`config.mk`:
```
export PLATFORM = sky130hd
export DESIGN_NAME = uart_alu_interface
export DESIGN_NICKNAME = d
export VERILOG_FILES = /design/src/rtl/uart_alu_interface.sv
export SDC_FILE = /design/constraint.sdc
export NUM_CORES = 1
export LEC_CHECK = 0
export ABC_CLOCK_PERIOD_IN_PS = 1650
export BUFFER_PORTS_ARGS = -buffer_cell sky130_fd_sc_hd__buf_2
export CAP_MARGIN = 5
export CORE_MARGIN = 5
export CORE_UTILIZATION = 43
export DETAILED_ROUTE_END_ITERATION = 16
export HOLD_SLACK_MARGIN = 0.08
export PLACE_DENSITY = 0.77
export SLEW_MARGIN = 40
export SYNTH_ARGS = -nofsm -noshare
export SYNTH_HDL_FRONTEND = slang
export SYNTH_SLANG_ARGS = --single-unit
```
`constraint.sdc`:
```
create_clock -name i_clock -period 1.65 [get_ports i_clock]
set_input_delay 0.165 -clock i_clock [delete_from_list [all_inputs] [get_ports i_clock]]
set_output_delay 0.165 -clock i_clock [all_outputs]
set_load 0.1 [all_outputs]
```
`src/rtl/uart_alu_interface.sv`:
```
`timescale 1ns/1ps
// uart_alu_interface
// Sequences one RX->ALU->TX transaction: collects operand A, operand B and the
// opcode from three received bytes, drives the external combinational ALU,
// then hands the ALU result to the UART transmitter with a one-clock start.
//
// Ports
//   i_clock       system clock, rising edge
//   i_reset       asynchronous active-low reset
//   i_rx_done     receiver byte-done level (one accept event per rising edge)
//   i_rx_data     received byte, valid while i_rx_done is high
//   i_alu_result  combinational ALU result of o_alu_a/o_alu_b/o_alu_op
//   i_tx_done     transmitter byte-done level (rising edge ends WAIT_TX)
//   o_alu_a       registered operand A
//   o_alu_b       registered operand B
//   o_alu_op      registered opcode (low NB_OP bits of the third byte)
//   o_tx_data     registered byte to transmit, held until the next SEND
//   o_tx_start    one-clock transmit start pulse
//   o_overrun     sticky flag: a byte arrived while busy and was dropped
//
// Configuration
//   INTERFACE_TIMEOUT_EN  when defined, a partial frame (WAIT_B/WAIT_OP) idle
//                         for TIMEOUT_CYCLES clocks is abandoned back to WAIT_A.
module uart_alu_interface #(
    parameter int unsigned NB_DATA        = 8,
    parameter int unsigned NB_OP          = 6,
    parameter int unsigned TIMEOUT_CYCLES = 1_000_000
) (
    input  logic               i_clock,
    input  logic               i_reset,
    input  logic               i_rx_done,
    input  logic [NB_DATA-1:0] i_rx_data,
    input  logic [NB_DATA-1:0] i_alu_result,
    input  logic               i_tx_done,
    output logic [NB_DATA-1:0] o_alu_a,
    output logic [NB_DATA-1:0] o_alu_b,
    output logic [NB_OP-1:0]   o_alu_op,
    output logic [NB_DATA-1:0] o_tx_data,
    output logic               o_tx_start,
    output logic               o_overrun
);

    typedef enum logic [2:0] {
        WAIT_A  = 3'd0,
        WAIT_B  = 3'd1,
        WAIT_OP = 3'd2,
        SEND    = 3'd3,
        WAIT_TX = 3'd4
    } state_t;

    state_t             state_q;
    state_t             state_d;
    logic               rx_done_q;
    logic               tx_done_q;
    logic               rx_ev_c;
    logic               tx_ev_c;
    logic               timeout_c;
    logic [NB_DATA-1:0] alu_a_d;
    logic [NB_DATA-1:0] alu_b_d;
    logic [NB_OP-1:0]   alu_op_d;
    logic [NB_DATA-1:0] tx_data_d;
    logic               tx_start_d;
    logic               overrun_d;

    // Rising-edge detection: one event per byte however long done stays high
    always_ff @(posedge i_clock or negedge i_reset) begin
        if (!i_reset) begin
            rx_done_q <= 1'b0;
            tx_done_q <= 1'b0;
        end else begin
            rx_done_q <= i_rx_done;
            tx_done_q <= i_tx_done;
        end
    end

    assign rx_ev_c = i_rx_done & ~rx_done_q;
    assign tx_ev_c = i_tx_done & ~tx_done_q;

`ifdef INTERFACE_TIMEOUT_EN
    localparam int unsigned NB_TMR = $clog2(TIMEOUT_CYCLES + 1);

    logic [NB_TMR-1:0] idle_cnt_q;
    logic              collecting_c;

    assign collecting_c = (state_q == WAIT_B) || (state_q == WAIT_OP);
    assign timeout_c    = collecting_c && !rx_ev_c
                          && (idle_cnt_q == NB_TMR'(TIMEOUT_CYCLES));

    // Idle clocks inside a partial frame; zero outside it, so entry starts at 0
    always_ff @(posedge i_clock or negedge i_reset) begin
        if (!i_reset) begin
            idle_cnt_q <= '0;
        end else if (!collecting_c || rx_ev_c || timeout_c) begin
            idle_cnt_q <= '0;
        end else begin
            idle_cnt_q <= idle_cnt_q + NB_TMR'(1);
        end
    end
`else
    assign timeout_c = 1'b0;
`endif

    // State and output registers
    always_ff @(posedge i_clock or negedge i_reset) begin
        if (!i_reset) begin
            state_q    <= WAIT_A;
            o_alu_a    <= '0;
            o_alu_b    <= '0;
            o_alu_op   <= '0;
            o_tx_data  <= '0;
            o_tx_start <= 1'b0;
            o_overrun  <= 1'b0;
        end else begin
            state_q    <= state_d;
            o_alu_a    <= alu_a_d;
            o_alu_b    <= alu_b_d;
            o_alu_op   <= alu_op_d;
            o_tx_data  <= tx_data_d;
            o_tx_start <= tx_start_d;
            o_overrun  <= overrun_d;
        end
    end

    // Next state and next register values
    always_comb begin
        state_d    = state_q;
        alu_a_d    = o_alu_a;
        alu_b_d    = o_alu_b;
        alu_op_d   = o_alu_op;
        tx_data_d  = o_tx_data;
        tx_start_d = 1'b0;
        overrun_d  = o_overrun;
        case (state_q)
            WAIT_A: begin
                if (rx_ev_c) begin
                    alu_a_d = i_rx_data;
                    state_d = WAIT_B;
                end
            end
            WAIT_B: begin
                if (rx_ev_c) begin
                    alu_b_d = i_rx_data;
                    state_d = WAIT_OP;
                end else if (timeout_c) begin
                    state_d = WAIT_A;
                end
            end
            WAIT_OP: begin
                if (rx_ev_c) begin
                    alu_op_d = i_rx_data[NB_OP-1:0];
                    state_d  = SEND;
                end else if (timeout_c) begin
                    state_d = WAIT_A;
                end
            end
            SEND: begin
                tx_data_d  = i_alu_result;
                tx_start_d = 1'b1;
                state_d    = WAIT_TX;
                if (rx_ev_c) begin
                    overrun_d = 1'b1;
                end
            end
            WAIT_TX: begin
                // A byte arriving with the tx edge is still dropped and flagged
                if (rx_ev_c) begin
                    overrun_d = 1'b1;
                end
                if (tx_ev_c) begin
                    state_d = WAIT_A;
                end
            end
            default: begin
                state_d = WAIT_A;
            end
        endcase
    end

endmodule

```
# After elaboration in Yosys (flattened, before gate mapping)
# Cells that the tools add are included.
op_classes:
  muxes: 6
  reduce_logical: 7
  bitwise: 4
  n_eq_ne: 8
op_table:
  columns: ["cell", "n"]
  rows:
  - ["$pmux 3 s5", 1]
  - ["$mux 3", 4]
  - ["$ne 2x2->1 const B", 4]
  - ["$reduce_and 2->1", 4]
  - ["$eq 3x2->1 const B", 2]
  - ["$reduce_and 4->1", 1]
  - ["$eq 3x1->1 const B", 1]
  - ["$eq 3x3->1 const B", 1]
  - ["$logic_not 3->1", 1]
  - ["$and 1x1->1", 2]
  - ["$not 1->1", 2]
  - ["$reduce_or 2->1", 1]
  - ["$mux 1", 1]
totals:
  reg_bits: 37

# Logic depth before layout (Yosys ltp)
logic_depth:
  word_depth: 4
  depth_mapped: 4
  depth_no_buf: 4

# Least setup slack after synthesis
# OpenSTA, ideal clock, no wires.
synth_path:
  kind: "reg2reg"
  from: "reg rx_done_q"
  to: "reg o_alu_op[0]"
  arrival_time_ns: 1.428
  slack_ns: 0.097
  path_buffers: 1
  t_required_ns: 1.525
  stages_incl_launch_ff: 5
  synth_period_minus_slack_ns: 1.553
  cell_sequence: "dfrtp_1 > nand2b_4 > or4b_1 > buf_6 > mux2_4"
synth_between:
  elab_chain_len: 3
synth_rtl:
  columns: ["element", "line", "rtl"]
  rows:
  - ["start: declaration", "53", "logic rx_done_q;"]
  - ["start signal: assignment", "71", "rx_done_q <= i_rx_done;"]
  - ["$not 1->1", "76", "assign rx_ev_c = i_rx_done & ~rx_done_q;"]
  - ["$and 1x1->1", "76", null]
  - ["$reduce_and 2->1 (no line)", null, null]
  - ["end signal: assignment", "117", "o_alu_op <= alu_op_d;"]
  - ["end: declaration", "37", "output logic [NB_OP-1:0] o_alu_op,"]
# No other way between the ends.
# A chain may end at the register's enable or synchronous reset.

# Final worst setup path
layout_path:
  from: "reg rx_done_q"
  to: "reg o_alu_op[1]"
# Same word-level chain as after synthesis.

==> metrics.md <==
| Metric | Value |
|---|---|
| Top cells by area, synth | `dfrtp_1 (64%), mux2_2 (13%), nand2_1 (6.5%)` |
| Largest net degree at the start of global routing | `22` |
| Run status | `completed` |
| Post-Syn Nets | `124` |
| Synth warn | `0` |
| Clock buffer count from CTS | `5` |
| Post-layout util | `61.9%` |
| Critical Path Fanout Max | `6` |
| H-tree depth | `2` |
| Syn Std Cell Area | `1440 um2` |
| Share of post-route cells with drive strength above 1 | `49.2%` |
| Largest family of logic cells by synthesized area | `multiplexers` |
| RSZ-0062 raised after global routing | `no` |
| Total GRT Usage | `15.7%` |
| Hpwl dp | `2.28 mm` |
| Share of the synthesized area in the top cell type | `64.5%` |
| Period utilization | `96.3%` |
| Diode count | `0` |
| # rows | `21` |
| Crit. End Element | `flip-flop` |
| Fin. max-slew vios | `0` |
| Mux share of post-synthesis cell area | `19.6%` |
| Cells after DPL | `204` |
| Cell count after synthesis | `104` |
| Initial drt markers | `18` |
| CP startpoint | `rx_done_q` |
| Synth Area in Compound Gates | `1.22%` |
| Synth Area in Simple Gates | `12.5%` |
| Port bufs | `51` |
| Via count | `1071` |
| # IOs | `52` |
| CTS Buffer Depth | `2` |
| Critical path type | `reg -> reg` |
| 1st-pass router iterations | `4` |
| Post-synthesis adder-cell area fraction | `0%` |
| Post-synthesis xor/xnor area fraction | `0%` |
| Slew HR | `67.2%` |
| First-pass GRT wire length | `5.26 mm` |
| CTS tree | `done` |
| # nets final | `204` |
| Seq/Total Area, Yosys | `64.5%` |
| Worst-margin pin slew | `495 ps` |
| Drt drc | `0` |
| #FFs+latches synth | `37` |
| Antenna viol nets, final | `0` |
| Core area | `3280 um2` |
| Vias per cell | `4.64` |
| Max Clk Rate | `629 MHz` |
| Clock sink count | `37` |
| CTS root buf | `clkbuf_4` |
| Final Setup Violations | `0` |
| Hold path depth | `3` |
| Hold slack | `162 ps` |
| Clock transition at path regs | `100 ps` |
| Worst Setup EP | `o_alu_op[1]` |
| Final hold violation count | `0` |
| Worst hold path type | `in -> reg` |
| Initial Utilization | `43.7%` |
| Initial antenna violation count | `0` |
| Req. time, crit path | `1870 ps` |
| Worst path arrival time | `1810 ps` |
| Area of the die | `4600 um2` |
| R2R setup slack | `60 ps` |
| Die W | `67.8 um` |
| Clk Latency, worst-skew pair | `330 ps` |
| R2R Path End | `o_alu_op[1]` |
| Setup crit start kind | `flip-flop` |
| GRT Residual Overflow | `0` |
| Yosys cell types | `18` |
| Final GP Congestion | `0.717` |
| Syn avg cell area | `13.8 um2` |
| Die H | `67.8 um` |
| Area leader, netlist | `dfrtp_1` |
| WL final | `3.18 mm` |
| Crit path time final | `1590 ps` |
| Avg WL per Cell | `13.8 um` |
| Critical R2R Launch | `rx_done_q` |
| Final worst clock skew | `4.27 ps` |
| Vias in the first global route | `1147` |
| Postcts setup bufs | `0` |
| Layout area overhead | `41.6%` |
| Max-Cap Viols | `0` |
| Filler-free cell count of the finished design | `231` |
| Worst Reg-to-Reg Cells | `3` |
-- layout make-up --
type	instances	area (um2)
Fill cell	270	1250
Sequential cell	37	926
Timing Repair Buffer	76	490
Multi-Input combinational cell	63	487
Clock buffer	7	65.1
Tap cell	46	57.6
Clock inverter	1	5.00
Inverter	1	3.75
-- how the worst min path moves through the flow --
stage / startpoint / endpoint / slack, ps
2_1_floorplan: i_reset / o_alu_a[0] / -130
4_1_cts: i_rx_data[4] / o_alu_op[4] / 90
3_5_place_dp: i_reset / o_alu_op[2] / 140
3_3_place_gp: i_reset / o_alu_op[2] / 130
6_report: i_rx_done / o_overrun / 160
5_1_grt: i_rx_done / o_overrun / 170
-- cell families after synthesis --
group / after synthesis
multiplexers: 23
flip-flops: 37
AND/OR/NAND/NOR: 37
buffers and inverters: 4
AO/OA/AOI/OAI: 3
-- cells in the final DEF (no fill, tap or decap) --
master         synthesis  final
buf_2                  1     51
nor2b_1                1      1
or4b_1                 2      1
o21bai_1               1      1
nor2_1                 2      2
a21oi_1                1      1
clkbuf_4               0      5
dlygate4sd3_1          0     19
nand2_1               25     25
nand2b_1               3      3
nand3_1                1      1
nand3b_1               1      1
clkbuf_8               0      2
buf_4                  0      6
dfrtp_1               37     37
clkinv_2               0      1
or4_4                  0      1
or4b_4                 0      1
nand2b_4               1      1
o21ai_0                1      1
mux2_2                17     17
mux2_4                 6      6
clkinv_1               1      1
-- Yosys cell counts --
cell type,n
dfrtp_1,37
nand2_1,25
mux2_2,17
mux2_4,6
nand2b_1,3
buf_6,2
nor2_1,2
or4b_1,2
a21oi_1,1
buf_2,1
clkinv_1,1
nand2b_4,1
nand3_1,1
nand3b_1,1
nor2b_1,1
o21ai_0,1
o21bai_1,1
or4_1,1
-- critical path, stage by stage, from the launching register on --
cell	delay (ps)
dfrtp_1	380
nand2b_4	160
or4b_4	610
mux2_4	340
-- stage by stage --
step | cell area [um2] | setup WS (ps) | TNS, ps
floorplan | 1440 | 97.0 | 0
global placement | 1770 | -12.1 | -68.8
detailed placement | 1770 | -86.2 | -454
CTS | 2020 | 9.22 | 0
global route | 2030 | 9.97 | 0
finish | 2030 | 60.8 | 0
-- per-layer routing --
metal	vias up	part of all wire (%)	global-route usage, %
met3	5	10	5.99
met4	0	1.3	5.21
li1	507	-	-
met1	507	40	18.1
met5	-	0	0
met2	52	49	26.7
-- timing repair --
item / in CTS / in global routing
hold buffers: 18 / 1
endpoints found under the hold margin: 44 / 1
gates resized for setup: 1 / 1
setup endpoints to repair: 6 / 8
-- registers in the layout, indices dropped and copies added, names as in the netlist --
signal / flops
o_alu_op: 6
o_alu_a: 8
o_tx_start: 1
o_tx_data: 8
state_q: 3
rx_done_q: 1
tx_done_q: 1
o_alu_b: 8
o_overrun: 1
Power is left out: the tool's default activity adds up to more than one toggle a clock period on the data nets, which glitch-free logic cannot reach.
